--- src/rtl/lazy_select_pipeline_pkg.sv ---
// Shared types and constants for the lazy match-selection pipeline.
// The summary record is sized for the default configuration (LAZY_LEN=4, 8-bit lengths, 1K job, 16-bit offsets).
package lazy_select_pipeline_pkg;

    localparam int GAIN_W             = 32;
    localparam int LEN_WEIGHT_DEFAULT = 4;

    localparam int SUM_LL_W  = 11;
    localparam int SUM_ML_W  = 8;
    localparam int SUM_OFF_W = 16;
    localparam int SUM_MF_W  = 10;

    typedef struct packed {
        logic [SUM_LL_W-1:0]  ll;
        logic [SUM_ML_W-1:0]  ml;
        logic [SUM_OFF_W-1:0] offset;
        logic                 delim;
        logic                 eoj;
        logic [SUM_ML_W-1:0]  overlap_len;
        logic [SUM_MF_W-1:0]  move_forward;
        logic                 rep;
    } lazy_summary_t;

    function automatic int cost_width(input int offset_bits);
        return $clog2(offset_bits + 1);
    endfunction

endpackage

--- src/rtl/lazy_select_pipeline_if.sv ---
// Handshake and data bundle for lazy_select_pipeline.
// slave is the pipeline's view; master is the view of whatever feeds and drains it.
interface lazy_select_pipeline_if #(
    parameter int LAZY_LEN        = 4,
    parameter int MATCH_LEN_WIDTH = 8,
    parameter int JOB_LEN_LOG2    = 10,
    parameter int OFFSET_BITS     = 16
);
    logic                                i_valid;
    logic                                i_ready;
    logic [JOB_LEN_LOG2-1:0]             i_match_head_ptr;
    logic [JOB_LEN_LOG2-1:0]             i_seq_head_ptr;
    logic                                i_delim;
    logic [LAZY_LEN-1:0]                 i_match_valid;
    logic [LAZY_LEN*MATCH_LEN_WIDTH-1:0] i_match_len;
    logic [LAZY_LEN*OFFSET_BITS-1:0]     i_offset;

    logic                                o_valid;
    logic                                o_ready;
    logic [JOB_LEN_LOG2-1:0]             o_seq_head_ptr;
    logic [JOB_LEN_LOG2:0]               o_ll;
    logic [MATCH_LEN_WIDTH-1:0]          o_ml;
    logic [OFFSET_BITS-1:0]              o_offset;
    logic                                o_delim;
    logic                                o_eoj;
    logic [MATCH_LEN_WIDTH-1:0]          o_overlap_len;
    logic                                o_move_to_next_job;
    logic [JOB_LEN_LOG2-1:0]             o_move_forward;
    logic                                o_rep;

    modport slave (
        input  i_valid, i_match_head_ptr, i_seq_head_ptr, i_delim,
               i_match_valid, i_match_len, i_offset, o_ready,
        output i_ready, o_valid, o_seq_head_ptr, o_ll, o_ml, o_offset,
               o_delim, o_eoj, o_overlap_len, o_move_to_next_job,
               o_move_forward, o_rep
    );

    modport master (
        output i_valid, i_match_head_ptr, i_seq_head_ptr, i_delim,
               i_match_valid, i_match_len, i_offset, o_ready,
        input  i_ready, o_valid, o_seq_head_ptr, o_ll, o_ml, o_offset,
               o_delim, o_eoj, o_overlap_len, o_move_to_next_job,
               o_move_forward, o_rep
    );

endinterface

--- src/rtl/lazy_select_pipeline_offset_cost_enc.sv ---
// Offset cost encoder: position of the most significant set bit plus one, zero for a zero offset.
module offset_cost_enc #(
    parameter int OFFSET_BITS = 16,
    parameter int COST_W      = $clog2(OFFSET_BITS + 1)
) (
    input  logic [OFFSET_BITS-1:0] i_offset,
    output logic [COST_W-1:0]      o_cost
);

    always_comb begin
        // NOTE: every always_comb output gets a default before any condition, so no latch can be inferred.
        o_cost = '0;
        for (int i = 0; i < OFFSET_BITS; i++) begin
            if (i_offset[i]) o_cost = COST_W'(i + 1);
        end
    end

endmodule

--- src/rtl/lazy_select_pipeline.sv ---
// Four-stage lazy match selector: S0 ll/cost, S1 gain/move_forward, S2 best pick, S3 end-of-job split.
// Optional repeat-offset tracking is enabled with the LAZY_REP_OFFSET_EN macro.
module lazy_select_pipeline
    import lazy_select_pipeline_pkg::*;
#(
    parameter int LAZY_LEN        = 4,
    parameter int MATCH_LEN_WIDTH = 8,
    parameter int JOB_LEN_LOG2    = 10,
    parameter int OFFSET_BITS     = 16,
    parameter int LEN_WEIGHT      = LEN_WEIGHT_DEFAULT
) (
    input logic                   clk,
    input logic                   rst_n,
    lazy_select_pipeline_if.slave bus
);

    localparam int J    = JOB_LEN_LOG2;
    localparam int LLW  = J + 1;
    localparam int MW   = MATCH_LEN_WIDTH;
    localparam int OW   = OFFSET_BITS;
    localparam int CW   = $clog2(OW + 1);
    localparam int MFW  = MW + 1;
    localparam int MFSW = (MFW > J) ? MFW : J;
    localparam int OVW  = MFSW + 2;

    logic                      r_s0_valid, r_s1_valid, r_s2_valid, r_s3_valid;
    logic [LAZY_LEN-1:0]       r_s0_cand_valid, r_s1_cand_valid;
    logic [MW-1:0]             r_s0_ml [LAZY_LEN];
    logic [MW-1:0]             r_s1_ml [LAZY_LEN];
    logic [OW-1:0]             r_s0_off [LAZY_LEN];
    logic [OW-1:0]             r_s1_off [LAZY_LEN];
    logic [J-1:0]              r_s0_ll [LAZY_LEN];
    logic [J-1:0]              r_s1_ll [LAZY_LEN];
    logic [CW-1:0]             r_s0_cost [LAZY_LEN];
    logic signed [GAIN_W-1:0]  r_s1_gain [LAZY_LEN];
    logic [MFW-1:0]            r_s1_mf [LAZY_LEN];
    logic [J-1:0]              r_s0_seq, r_s1_seq, r_s2_seq;
    logic                      r_s0_delim, r_s1_delim, r_s2_delim;
    logic [J-1:0]              r_s2_ll;
    logic [MW-1:0]             r_s2_ml;
    logic [OW-1:0]             r_s2_off;
    logic [MFSW-1:0]           r_s2_mf;
    logic                      r_s2_rep;
`ifdef LAZY_REP_OFFSET_EN
    logic [CW-1:0]             r_s1_cost [LAZY_LEN];
    logic [OW-1:0]             r_rep_offset;
`endif

    logic                      w_en;
    logic [MW-1:0]             w_in_ml [LAZY_LEN];
    logic [OW-1:0]             w_in_off [LAZY_LEN];
    logic [J-1:0]              w_in_ll [LAZY_LEN];
    logic [CW-1:0]             w_in_cost [LAZY_LEN];
    logic signed [GAIN_W-1:0]  w_s1_gain [LAZY_LEN];
    logic [MFW-1:0]            w_s1_mf [LAZY_LEN];
    logic [J-1:0]              w_sel_ll;
    logic [MW-1:0]             w_sel_ml;
    logic [OW-1:0]             w_sel_off;
    logic [MFSW-1:0]           w_sel_mf;
    logic                      w_sel_rep;
    logic [OVW-1:0]            w_overlap;
    logic                      w_s3_eoj;
    logic [LLW-1:0]            w_s3_ll;
    logic [MW-1:0]             w_s3_ml, w_s3_ovl;
    logic [OW-1:0]             w_s3_off;
    logic [J-1:0]              w_s3_mf;
    logic                      w_s3_rep;

    assign w_en        = ~r_s3_valid | bus.o_ready;
    assign bus.i_ready = w_en;

    for (genvar g = 0; g < LAZY_LEN; g++) begin : g_cand
        assign w_in_ml[g]  = bus.i_match_len[g*MW +: MW];
        assign w_in_off[g] = bus.i_offset[g*OW +: OW];
        assign w_in_ll[g]  = bus.i_match_head_ptr - bus.i_seq_head_ptr + J'(g);

        offset_cost_enc #(.OFFSET_BITS(OW), .COST_W(CW)) u_cost (
            .i_offset (w_in_off[g]),
            .o_cost   (w_in_cost[g])
        );
    end

    // S0: literal lengths and offset costs per candidate.
    always_ff @(posedge clk or negedge rst_n) begin
        // NOTE: sequential state is only ever assigned with <=, so every stage samples the pre-edge values.
        if (!rst_n) begin
            r_s0_valid      <= 1'b0;
            r_s0_cand_valid <= '0;
            r_s0_seq        <= '0;
            r_s0_delim      <= 1'b0;
            // NOTE: these per-candidate arrays are pipeline flops, not RAM, so resetting them is cheap and keeps outputs deterministic.
            for (int i = 0; i < LAZY_LEN; i++) begin
                r_s0_ml[i]   <= '0;
                r_s0_off[i]  <= '0;
                r_s0_ll[i]   <= '0;
                r_s0_cost[i] <= '0;
            end
        end else if (w_en) begin
            r_s0_valid      <= bus.i_valid;
            r_s0_cand_valid <= bus.i_match_valid;
            r_s0_seq        <= bus.i_seq_head_ptr;
            r_s0_delim      <= bus.i_delim;
            for (int i = 0; i < LAZY_LEN; i++) begin
                r_s0_ml[i]   <= w_in_ml[i];
                r_s0_off[i]  <= w_in_off[i];
                r_s0_ll[i]   <= w_in_ll[i];
                r_s0_cost[i] <= w_in_cost[i];
            end
        end
    end

    always_comb begin
        for (int i = 0; i < LAZY_LEN; i++) begin
            w_s1_gain[i] = GAIN_W'(LEN_WEIGHT) * GAIN_W'(r_s0_ml[i])
                         + GAIN_W'(LEN_WEIGHT) * GAIN_W'(LAZY_LEN - i)
                         - GAIN_W'(r_s0_cost[i]);
            w_s1_mf[i]   = MFW'(r_s0_ml[i]) + MFW'(r_s0_ll[i]);
        end
    end

    // S1: gain and move_forward per candidate.
    always_ff @(posedge clk or negedge rst_n) begin
        if (!rst_n) begin
            r_s1_valid      <= 1'b0;
            r_s1_cand_valid <= '0;
            r_s1_seq        <= '0;
            r_s1_delim      <= 1'b0;
            for (int i = 0; i < LAZY_LEN; i++) begin
                r_s1_ml[i]   <= '0;
                r_s1_off[i]  <= '0;
                r_s1_ll[i]   <= '0;
                r_s1_gain[i] <= '0;
                r_s1_mf[i]   <= '0;
`ifdef LAZY_REP_OFFSET_EN
                r_s1_cost[i] <= '0;
`endif
            end
        end else if (w_en) begin
            r_s1_valid      <= r_s0_valid;
            r_s1_cand_valid <= r_s0_cand_valid;
            r_s1_seq        <= r_s0_seq;
            r_s1_delim      <= r_s0_delim;
            for (int i = 0; i < LAZY_LEN; i++) begin
                r_s1_ml[i]   <= r_s0_ml[i];
                r_s1_off[i]  <= r_s0_off[i];
                r_s1_ll[i]   <= r_s0_ll[i];
                r_s1_gain[i] <= w_s1_gain[i];
                r_s1_mf[i]   <= w_s1_mf[i];
`ifdef LAZY_REP_OFFSET_EN
                r_s1_cost[i] <= r_s0_cost[i];
`endif
            end
        end
    end

    // Strict > keeps the lowest index on a tie; with no valid candidate only literals remain.
    always_comb begin
        logic                     v_found;
        logic signed [GAIN_W-1:0] v_best;
        logic signed [GAIN_W-1:0] v_gain;
        v_found   = 1'b0;
        v_best    = '0;
        v_gain    = '0;
        w_sel_ll  = r_s1_ll[0];
        w_sel_ml  = '0;
        w_sel_off = '0;
        w_sel_mf  = MFSW'(r_s1_ll[0]);
        for (int i = 0; i < LAZY_LEN; i++) begin
            v_gain = r_s1_gain[i];
`ifdef LAZY_REP_OFFSET_EN
            if (r_rep_offset != '0 && r_s1_off[i] == r_rep_offset)
                v_gain = r_s1_gain[i] + GAIN_W'(r_s1_cost[i]) - GAIN_W'(1);
`endif
            if (r_s1_cand_valid[i] && (!v_found || v_gain > v_best)) begin
                v_found   = 1'b1;
                v_best    = v_gain;
                w_sel_ll  = r_s1_ll[i];
                w_sel_ml  = r_s1_ml[i];
                w_sel_off = r_s1_off[i];
                w_sel_mf  = MFSW'(r_s1_mf[i]);
            end
        end
    end

`ifdef LAZY_REP_OFFSET_EN
    assign w_sel_rep = (r_rep_offset != '0) && (w_sel_off == r_rep_offset);
`else
    assign w_sel_rep = 1'b0;
`endif

    // S2: the selected candidate.
    always_ff @(posedge clk or negedge rst_n) begin
        if (!rst_n) begin
            r_s2_valid <= 1'b0;
            r_s2_seq   <= '0;
            r_s2_delim <= 1'b0;
            r_s2_ll    <= '0;
            r_s2_ml    <= '0;
            r_s2_off   <= '0;
            r_s2_mf    <= '0;
            r_s2_rep   <= 1'b0;
        end else if (w_en) begin
            r_s2_valid <= r_s1_valid;
            r_s2_seq   <= r_s1_seq;
            r_s2_delim <= r_s1_delim;
            r_s2_ll    <= w_sel_ll;
            r_s2_ml    <= w_sel_ml;
            r_s2_off   <= w_sel_off;
            r_s2_mf    <= w_sel_mf;
            r_s2_rep   <= w_sel_rep;
        end
    end

    // A non-negative overlap means this record reaches or crosses the end of the job window.
    assign w_overlap = OVW'(r_s2_mf) + OVW'(r_s2_seq) - OVW'(2 ** J);
    assign w_s3_eoj  = ~w_overlap[OVW-1];

    always_comb begin
        w_s3_ll  = LLW'(r_s2_ll);
        w_s3_ml  = r_s2_ml;
        w_s3_off = r_s2_off;
        w_s3_ovl = '0;
        w_s3_mf  = r_s2_mf[J-1:0];
        w_s3_rep = r_s2_rep;
        if (w_s3_eoj) begin
            w_s3_mf = '0;
            if (r_s2_delim) begin
                w_s3_ll  = LLW'(2 ** J) - LLW'(r_s2_seq);
                w_s3_ml  = '0;
                w_s3_off = '0;
                w_s3_rep = 1'b0;
            end else begin
                w_s3_ovl = w_overlap[MW-1:0];
            end
        end
    end

`ifdef LAZY_REP_OFFSET_EN
    // A newer selection wins over an older record's end-of-job clear in the same cycle.
    always_ff @(posedge clk or negedge rst_n) begin
        if (!rst_n) begin
            r_rep_offset <= '0;
        end else if (w_en) begin
            if (r_s1_valid && w_sel_ml != '0)
                r_rep_offset <= w_sel_off;
            else if (r_s2_valid && w_s3_eoj && r_s2_delim)
                r_rep_offset <= '0;
        end
    end
`endif

    // S3: output registers.
    always_ff @(posedge clk or negedge rst_n) begin
        if (!rst_n) begin
            r_s3_valid             <= 1'b0;
            bus.o_seq_head_ptr     <= '0;
            bus.o_ll               <= '0;
            bus.o_ml               <= '0;
            bus.o_offset           <= '0;
            bus.o_delim            <= 1'b0;
            bus.o_eoj              <= 1'b0;
            bus.o_overlap_len      <= '0;
            bus.o_move_to_next_job <= 1'b0;
            bus.o_move_forward     <= '0;
            bus.o_rep              <= 1'b0;
        end else if (w_en) begin
            r_s3_valid             <= r_s2_valid;
            bus.o_seq_head_ptr     <= r_s2_seq;
            bus.o_ll               <= w_s3_ll;
            bus.o_ml               <= w_s3_ml;
            bus.o_offset           <= w_s3_off;
            bus.o_delim            <= r_s2_delim;
            bus.o_eoj              <= w_s3_eoj;
            bus.o_overlap_len      <= w_s3_ovl;
            bus.o_move_to_next_job <= w_s3_eoj;
            bus.o_move_forward     <= w_s3_mf;
            bus.o_rep              <= w_s3_rep;
        end
    end

    assign bus.o_valid = r_s3_valid;

endmodule

--- src/flat_wrapper.sv ---
// flat-port wrapper written by rule: the top's interface ports become plain ports
module lazy_select_pipeline_flat import lazy_select_pipeline_pkg::*;
#(
    parameter int LAZY_LEN        = 4,
    parameter int MATCH_LEN_WIDTH = 8,
    parameter int JOB_LEN_LOG2    = 10,
    parameter int OFFSET_BITS     = 16,
    parameter int LEN_WEIGHT      = LEN_WEIGHT_DEFAULT
)
  (clk, rst_n, bus_i_valid, bus_i_match_head_ptr, bus_i_seq_head_ptr, bus_i_delim, bus_i_match_valid, bus_i_match_len, bus_i_offset, bus_o_ready, bus_i_ready, bus_o_valid, bus_o_seq_head_ptr, bus_o_ll, bus_o_ml, bus_o_offset, bus_o_delim, bus_o_eoj, bus_o_overlap_len, bus_o_move_to_next_job, bus_o_move_forward, bus_o_rep);
  lazy_select_pipeline_if #(.LAZY_LEN(LAZY_LEN), .MATCH_LEN_WIDTH(MATCH_LEN_WIDTH), .JOB_LEN_LOG2(JOB_LEN_LOG2), .OFFSET_BITS(OFFSET_BITS)) bus_i ();
  input logic clk;
  input logic rst_n;
  input wire logic [$bits(bus_i.i_valid)-1:0] bus_i_valid;
  input wire logic [$bits(bus_i.i_match_head_ptr)-1:0] bus_i_match_head_ptr;
  input wire logic [$bits(bus_i.i_seq_head_ptr)-1:0] bus_i_seq_head_ptr;
  input wire logic [$bits(bus_i.i_delim)-1:0] bus_i_delim;
  input wire logic [$bits(bus_i.i_match_valid)-1:0] bus_i_match_valid;
  input wire logic [$bits(bus_i.i_match_len)-1:0] bus_i_match_len;
  input wire logic [$bits(bus_i.i_offset)-1:0] bus_i_offset;
  input wire logic [$bits(bus_i.o_ready)-1:0] bus_o_ready;
  output wire logic [$bits(bus_i.i_ready)-1:0] bus_i_ready;
  output wire logic [$bits(bus_i.o_valid)-1:0] bus_o_valid;
  output wire logic [$bits(bus_i.o_seq_head_ptr)-1:0] bus_o_seq_head_ptr;
  output wire logic [$bits(bus_i.o_ll)-1:0] bus_o_ll;
  output wire logic [$bits(bus_i.o_ml)-1:0] bus_o_ml;
  output wire logic [$bits(bus_i.o_offset)-1:0] bus_o_offset;
  output wire logic [$bits(bus_i.o_delim)-1:0] bus_o_delim;
  output wire logic [$bits(bus_i.o_eoj)-1:0] bus_o_eoj;
  output wire logic [$bits(bus_i.o_overlap_len)-1:0] bus_o_overlap_len;
  output wire logic [$bits(bus_i.o_move_to_next_job)-1:0] bus_o_move_to_next_job;
  output wire logic [$bits(bus_i.o_move_forward)-1:0] bus_o_move_forward;
  output wire logic [$bits(bus_i.o_rep)-1:0] bus_o_rep;
  assign bus_i.i_valid = bus_i_valid;
  assign bus_i.i_match_head_ptr = bus_i_match_head_ptr;
  assign bus_i.i_seq_head_ptr = bus_i_seq_head_ptr;
  assign bus_i.i_delim = bus_i_delim;
  assign bus_i.i_match_valid = bus_i_match_valid;
  assign bus_i.i_match_len = bus_i_match_len;
  assign bus_i.i_offset = bus_i_offset;
  assign bus_i.o_ready = bus_o_ready;
  assign bus_i_ready = bus_i.i_ready;
  assign bus_o_valid = bus_i.o_valid;
  assign bus_o_seq_head_ptr = bus_i.o_seq_head_ptr;
  assign bus_o_ll = bus_i.o_ll;
  assign bus_o_ml = bus_i.o_ml;
  assign bus_o_offset = bus_i.o_offset;
  assign bus_o_delim = bus_i.o_delim;
  assign bus_o_eoj = bus_i.o_eoj;
  assign bus_o_overlap_len = bus_i.o_overlap_len;
  assign bus_o_move_to_next_job = bus_i.o_move_to_next_job;
  assign bus_o_move_forward = bus_i.o_move_forward;
  assign bus_o_rep = bus_i.o_rep;
  lazy_select_pipeline #(.LAZY_LEN(LAZY_LEN), .MATCH_LEN_WIDTH(MATCH_LEN_WIDTH), .JOB_LEN_LOG2(JOB_LEN_LOG2), .OFFSET_BITS(OFFSET_BITS), .LEN_WEIGHT(LEN_WEIGHT)) u_core (.clk(clk), .rst_n(rst_n), .bus(bus_i));
endmodule
--- config.mk ---
export PLATFORM = sky130hd
export DESIGN_NAME = lazy_select_pipeline_flat
export DESIGN_NICKNAME = d
export VERILOG_FILES = /design/src/rtl/lazy_select_pipeline_pkg.sv /design/src/rtl/lazy_select_pipeline_if.sv /design/src/rtl/lazy_select_pipeline_offset_cost_enc.sv /design/src/rtl/lazy_select_pipeline.sv /design/src/flat_wrapper.sv
export SDC_FILE = /design/constraint.sdc
export NUM_CORES = 1
export LEC_CHECK = 0
export CELL_PAD_IN_SITES_DETAIL_PLACEMENT = 0
export CELL_PAD_IN_SITES_GLOBAL_PLACEMENT = 1
export CORE_AREA = 2 2 265 267
export DETAILED_ROUTE_END_ITERATION = 7
export DIE_AREA = 0 0 267 269
export PLACE_DENSITY_LB_ADDON = 0.1
export REMOVE_ABC_BUFFERS = 1
export SYNTH_ARGS = -nofsm -noshare
export SYNTH_HDL_FRONTEND = slang
export SYNTH_SLANG_ARGS = --single-unit
--- constraint.sdc ---
create_clock -name clk -period 7.7 [get_ports clk]
set_input_delay 1.925 -clock clk [delete_from_list [all_inputs] [get_ports clk]]
set_output_delay 1.925 -clock clk [all_outputs]
set_load 0.005 [all_outputs]
==> parameters.txt <==
Parameter                              Value

Critical path
  Family with the most delay on the worst path    simple AND/OR/NAND/NOR gates
  WP data arrival    approximately 7.6 ns
  Largest fanout on the critical path    29
  Ordered cell list for the critical path    nand2_1, ha_1, nand4_1, nor3_2, nor2b_1, a21boi_1, o211a_4, mux2i_1, inv_1, ha_1, or4b_1, a21oi_1, o21ai_1, o21ai_2, buf_12, mux2i_1, ha_1, nand4_1, nor4_1, a32oi_1, o21a_1, o211a_2, or3_2, o221a_1
  Cell repeated most along the worst path    sky130_fd_sc_hd__ha_1
  Required arrival time at the worst endpoint    a little over 8 ns
  Number of buffer and inverter instances along the worst setup path    2
  WS Path Type    flop to flop
  Category of the worst setup path launch point    flop
  Biggest cell delay along the critical path    between 0.6 and 0.7 ns
  Endpoint kind of the worst setup timing path    flop
  CP max-delay cell    sky130_fd_sc_hd__or3_2

Clock network
  Clock tree from TritonCTS    yes
  Clock insertion delay at the later pin of the skew report    roughly 0.61 ns
  Number of setup buffers added after CTS    0
  Max Buffers Root-to-Sink    3
  Clock transition at the registers of the reported paths    around 0.06 ns
  Count of clock tree sinks    roughly 560
  Clock tree root driver cell    sky130_fd_sc_hd__clkbuf_16
  Number of buffers created by CTS    66
  Htree depth    3

Detailed routing
  Count of TritonRoute iterations in the first routing pass    7
  Drt wl/cell    20.8 um
  Remaining antenna violation count after routing    0
  Total wire length    approximately 91 mm
  Number of remaining DRC errors    0
  Via-per-instance ratio    5.39
  Vias    roughly 24k
  Number of violations reported at the end of detailed-routing iteration 0    ~2.0k

GRT
  Initial antenna violation count    1
  Wire length of the first global-routing pass    139 mm
  Pin count of the biggest net entering global routing    between 150 and 200
  Via count of the first global-routing pass    about 23k
  Tot GR Track Use    roughly 25%
  GRT Residual Overflow    0

STA
  Worst-Margin Slew    approximately 1.2 ns
  Total count of hold-check failures in the final report    0
  Number of max-slew violations in the final report    0
  Max Clock Skew    roughly 0.017 ns
  Final TNS setup    0 ns
  Worst-case setup margin in the final layout    approximately 0.59 ns
  Setup repair after global routing missed its margin    false
  Hold Slack    0.459 ns
  Post-layout min period    7.11 ns
  Share of the clock period used by the worst path after layout    92.3%
  Final setup violation count    0
  Relative slew slack    between 10% and 20%
  Maximum clock frequency    around 0.14 GHz

Yosys
  Seq cells post-synth    roughly 560
  Syn_area_per_cell    between 8 and 9 sq um
  Number of distinct library cells after synthesis    between 70 and 80
  Post-synth EDFFs    0
  Sequential area share after synthesis    48.5%
  Ys flop type    sky130_fd_sc_hd__dfrtp_1
  Syn Std Cell Area    just under 0.03 sq mm
  Synth warn    0
  Synth async-reset ratio    100%
  Synthesized instance count    between 3k and 4k

Power and ir drop
  Maximum ir drop on the vdd rail    about 320 uV
  P per Cell Area    roughly 460 mW/mm^2
  Leakage power    ~0.016 uW

Place
  DPL Wire Length    63.1 mm
  Final estimated routing congestion in global placement    approximately 0.87
  Instance area after placement    roughly 0.032 sq mm
  Post-place setup slack    between 0.015 and 0.02 ns
  Number of port buffers    192
  Cell total after placement    4239

Floorplanning
  Boundary pin count    194
  Die area    between 0.07 and 0.08 sq mm
  Die Width    267 um
  Die height    269 um
  Core area    around 0.07 sq mm
  Initial core utilization    between 40% and 50%
  Cell Rows    97

Cells and area
  Share of final-layout standard cells stronger than drive strength 1    4.65%
  Post-Layout Cell Count    4357
  Register Area    around 0.014 sq mm
  Area growth from synthesis to final layout    17.0%
  Fill cells    between 6k and 7k
  Top library cells by usage in the layout, fill and taps aside    991 x sky130_fd_sc_hd__nand2_1, 557 x sky130_fd_sc_hd__dfrtp_1, 191 x sky130_fd_sc_hd__clkdlybuf4s50_1
  Total area of multi-input combinational cells    about 0.014 sq mm
  Antenna Diode Count    0
  Total number of nets in the final design    approximately 3.6k
  Post-route cell area    0.0337 sq mm
  Most common library cell in the layout ignoring fill and taps    sky130_fd_sc_hd__nand2_1

Run status
  Run status    completed

Flow run
  Maximum capacitance violations    0

Worst hold path
  Hold Crit Class    flop to flop
## sequential cells by signal (all words and copies together), names as in the netlist, 16 cells and up
register / flops
u_core.r_s0_ll: 38
u_core.r_s1_gain: 84
u_core.r_s0_off: 60
u_core.r_s1_off: 64
u_core.r_s0_cost: 20
u_core.r_s1_ml: 32
u_core.r_s2_off: 16
u_core.r_s0_ml: 32
u_core.bus.o_offset: 16
u_core.r_s1_mf: 36
u_core.r_s1_ll: 38
## where the power goes
part | internal, uW | total [uW] | leakage (uW) | switching (uW)
clock network | 1810 | 3090 | 0.00103 | 1280
registers | 4160 | 5220 | 0.00683 | 1070
logic | 2950 | 7340 | 0.00840 | 4380
## repair_timing
action | 4_1_cts | 5_1_grt
setup endpoints to repair | 2 | 18
gates resized for setup | 1 | 2
hold buffers | 0 | 0
## final cells by class
class                      instances  area share (%)
tap                              940            3.49
inverter                         145            1.64
multi-input combinational       2377            40.5
clock buffer                     105            5.79
sequential                       558            41.4
clock inverter                    12           0.438
timing repair buffer             220            6.70
## synthesized netlist by cell type, types with 17 or more instances
library cell	instances	area share [%]
sky130_fd_sc_hd__nand2_1	992	13
sky130_fd_sc_hd__dfrtp_1	558	48
sky130_fd_sc_hd__o21ai_0	189	3.3
sky130_fd_sc_hd__a21oi_1	167	2.9
sky130_fd_sc_hd__inv_1	145	1.9
sky130_fd_sc_hd__nor2_1	145	1.9
sky130_fd_sc_hd__clkbuf_1	144	1.9
sky130_fd_sc_hd__ha_1	143	6.2
sky130_fd_sc_hd__nand3_1	64	1.1
sky130_fd_sc_hd__a21o_1	62	1.6
sky130_fd_sc_hd__mux2i_1	59	2.0
sky130_fd_sc_hd__xnor2_1	50	1.5
sky130_fd_sc_hd__xor2_1	44	1.3
sky130_fd_sc_hd__nor3_1	39	0.68
sky130_fd_sc_hd__a21boi_0	34	0.89
sky130_fd_sc_hd__a221o_1	28	0.97
sky130_fd_sc_hd__a211o_1	27	0.82
sky130_fd_sc_hd__mux2_2	22	0.86
sky130_fd_sc_hd__o21a_1	21	0.55
sky130_fd_sc_hd__nor4_1	20	0.43
sky130_fd_sc_hd__or3_1	20	0.43
sky130_fd_sc_hd__and3_1	19	0.41
sky130_fd_sc_hd__nand4_1	19	0.41
sky130_fd_sc_hd__nor2b_1	18	0.39
sky130_fd_sc_hd__o31ai_1	17	0.44
## metal layers
metal	share of wire, %	wire [um]	global-route usage (%)	vias to the layer above
li1	-	-	-	11212
met1	47	43000	37.5	11639
met2	46	41300	39.5	541
met3	4.9	4410	3.49	106
met4	2.1	1890	6.24	2
met5	0.014	13	0	-
## worst paths after layout
check                                          startpoint             endpoint  slack, ns  depth (start not counted)
worst max register to register  u_core.r_s1_cand_valid[0]    u_core.r_s2_mf[8]       0.59                         24
worst min-delay path                    u_core.r_s2_valid    u_core.r_s2_valid       0.46                          2
min in group asynchronous                           rst_n    u_core.r_s2_delim       1.38                          1
max in group asynchronous                           rst_n  u_core.r_s0_off[25]       4.83                          2
worst max-delay path            u_core.r_s1_cand_valid[0]    u_core.r_s2_mf[8]       0.59                         24
worst min register to register          u_core.r_s2_valid    u_core.r_s2_valid       0.46                          2
## worst reg2reg max path, cell delays in order, from the launching register on
cell                       delay, ns
sky130_fd_sc_hd__dfrtp_4        0.63
sky130_fd_sc_hd__nand2_1        0.14
sky130_fd_sc_hd__ha_1           0.39
sky130_fd_sc_hd__nand4_1        0.21
sky130_fd_sc_hd__nor3_2         0.29
sky130_fd_sc_hd__nor2b_1        0.08
sky130_fd_sc_hd__a21boi_1       0.18
sky130_fd_sc_hd__o211a_4        0.47
sky130_fd_sc_hd__mux2i_1        0.42
sky130_fd_sc_hd__inv_1          0.08
sky130_fd_sc_hd__ha_1           0.30
sky130_fd_sc_hd__or4b_1         0.43
sky130_fd_sc_hd__a21oi_1        0.14
sky130_fd_sc_hd__o21ai_1        0.11
sky130_fd_sc_hd__o21ai_2        0.19
sky130_fd_sc_hd__buf_12         0.23
sky130_fd_sc_hd__mux2i_1        0.11
sky130_fd_sc_hd__ha_1           0.31
sky130_fd_sc_hd__nand4_1        0.24
sky130_fd_sc_hd__nor4_1         0.49
sky130_fd_sc_hd__a32oi_1        0.16
sky130_fd_sc_hd__o21a_1         0.20
sky130_fd_sc_hd__o211a_2        0.16
sky130_fd_sc_hd__or3_2          0.67
sky130_fd_sc_hd__o221a_1        0.37
## per-stage QoR
step           total power, uW  util (%)
2_1_floorplan             9750         -
3_3_place_gp             12400      45.6
3_5_place_dp             12600      45.6
4_1_cts                  15700      48.6
5_1_grt                  16800      48.6
6_report                 15700      48.6
## kinds of logic after synthesis
| kind of cell | share of synthesized area, % |
|---|---|
| buffers and inverters | 4.26 |
| XOR/XNOR | 2.86 |
| AO/OA/AOI/OAI | 14.6 |
| other | 0.0130 |
| flip-flops | 48.5 |
| multiplexers | 2.95 |
| AND/OR/NAND/NOR | 20.2 |
| adder cells (fa/ha/maj) | 6.63 |
No activity file was read; power rests on OpenSTA's default activity.
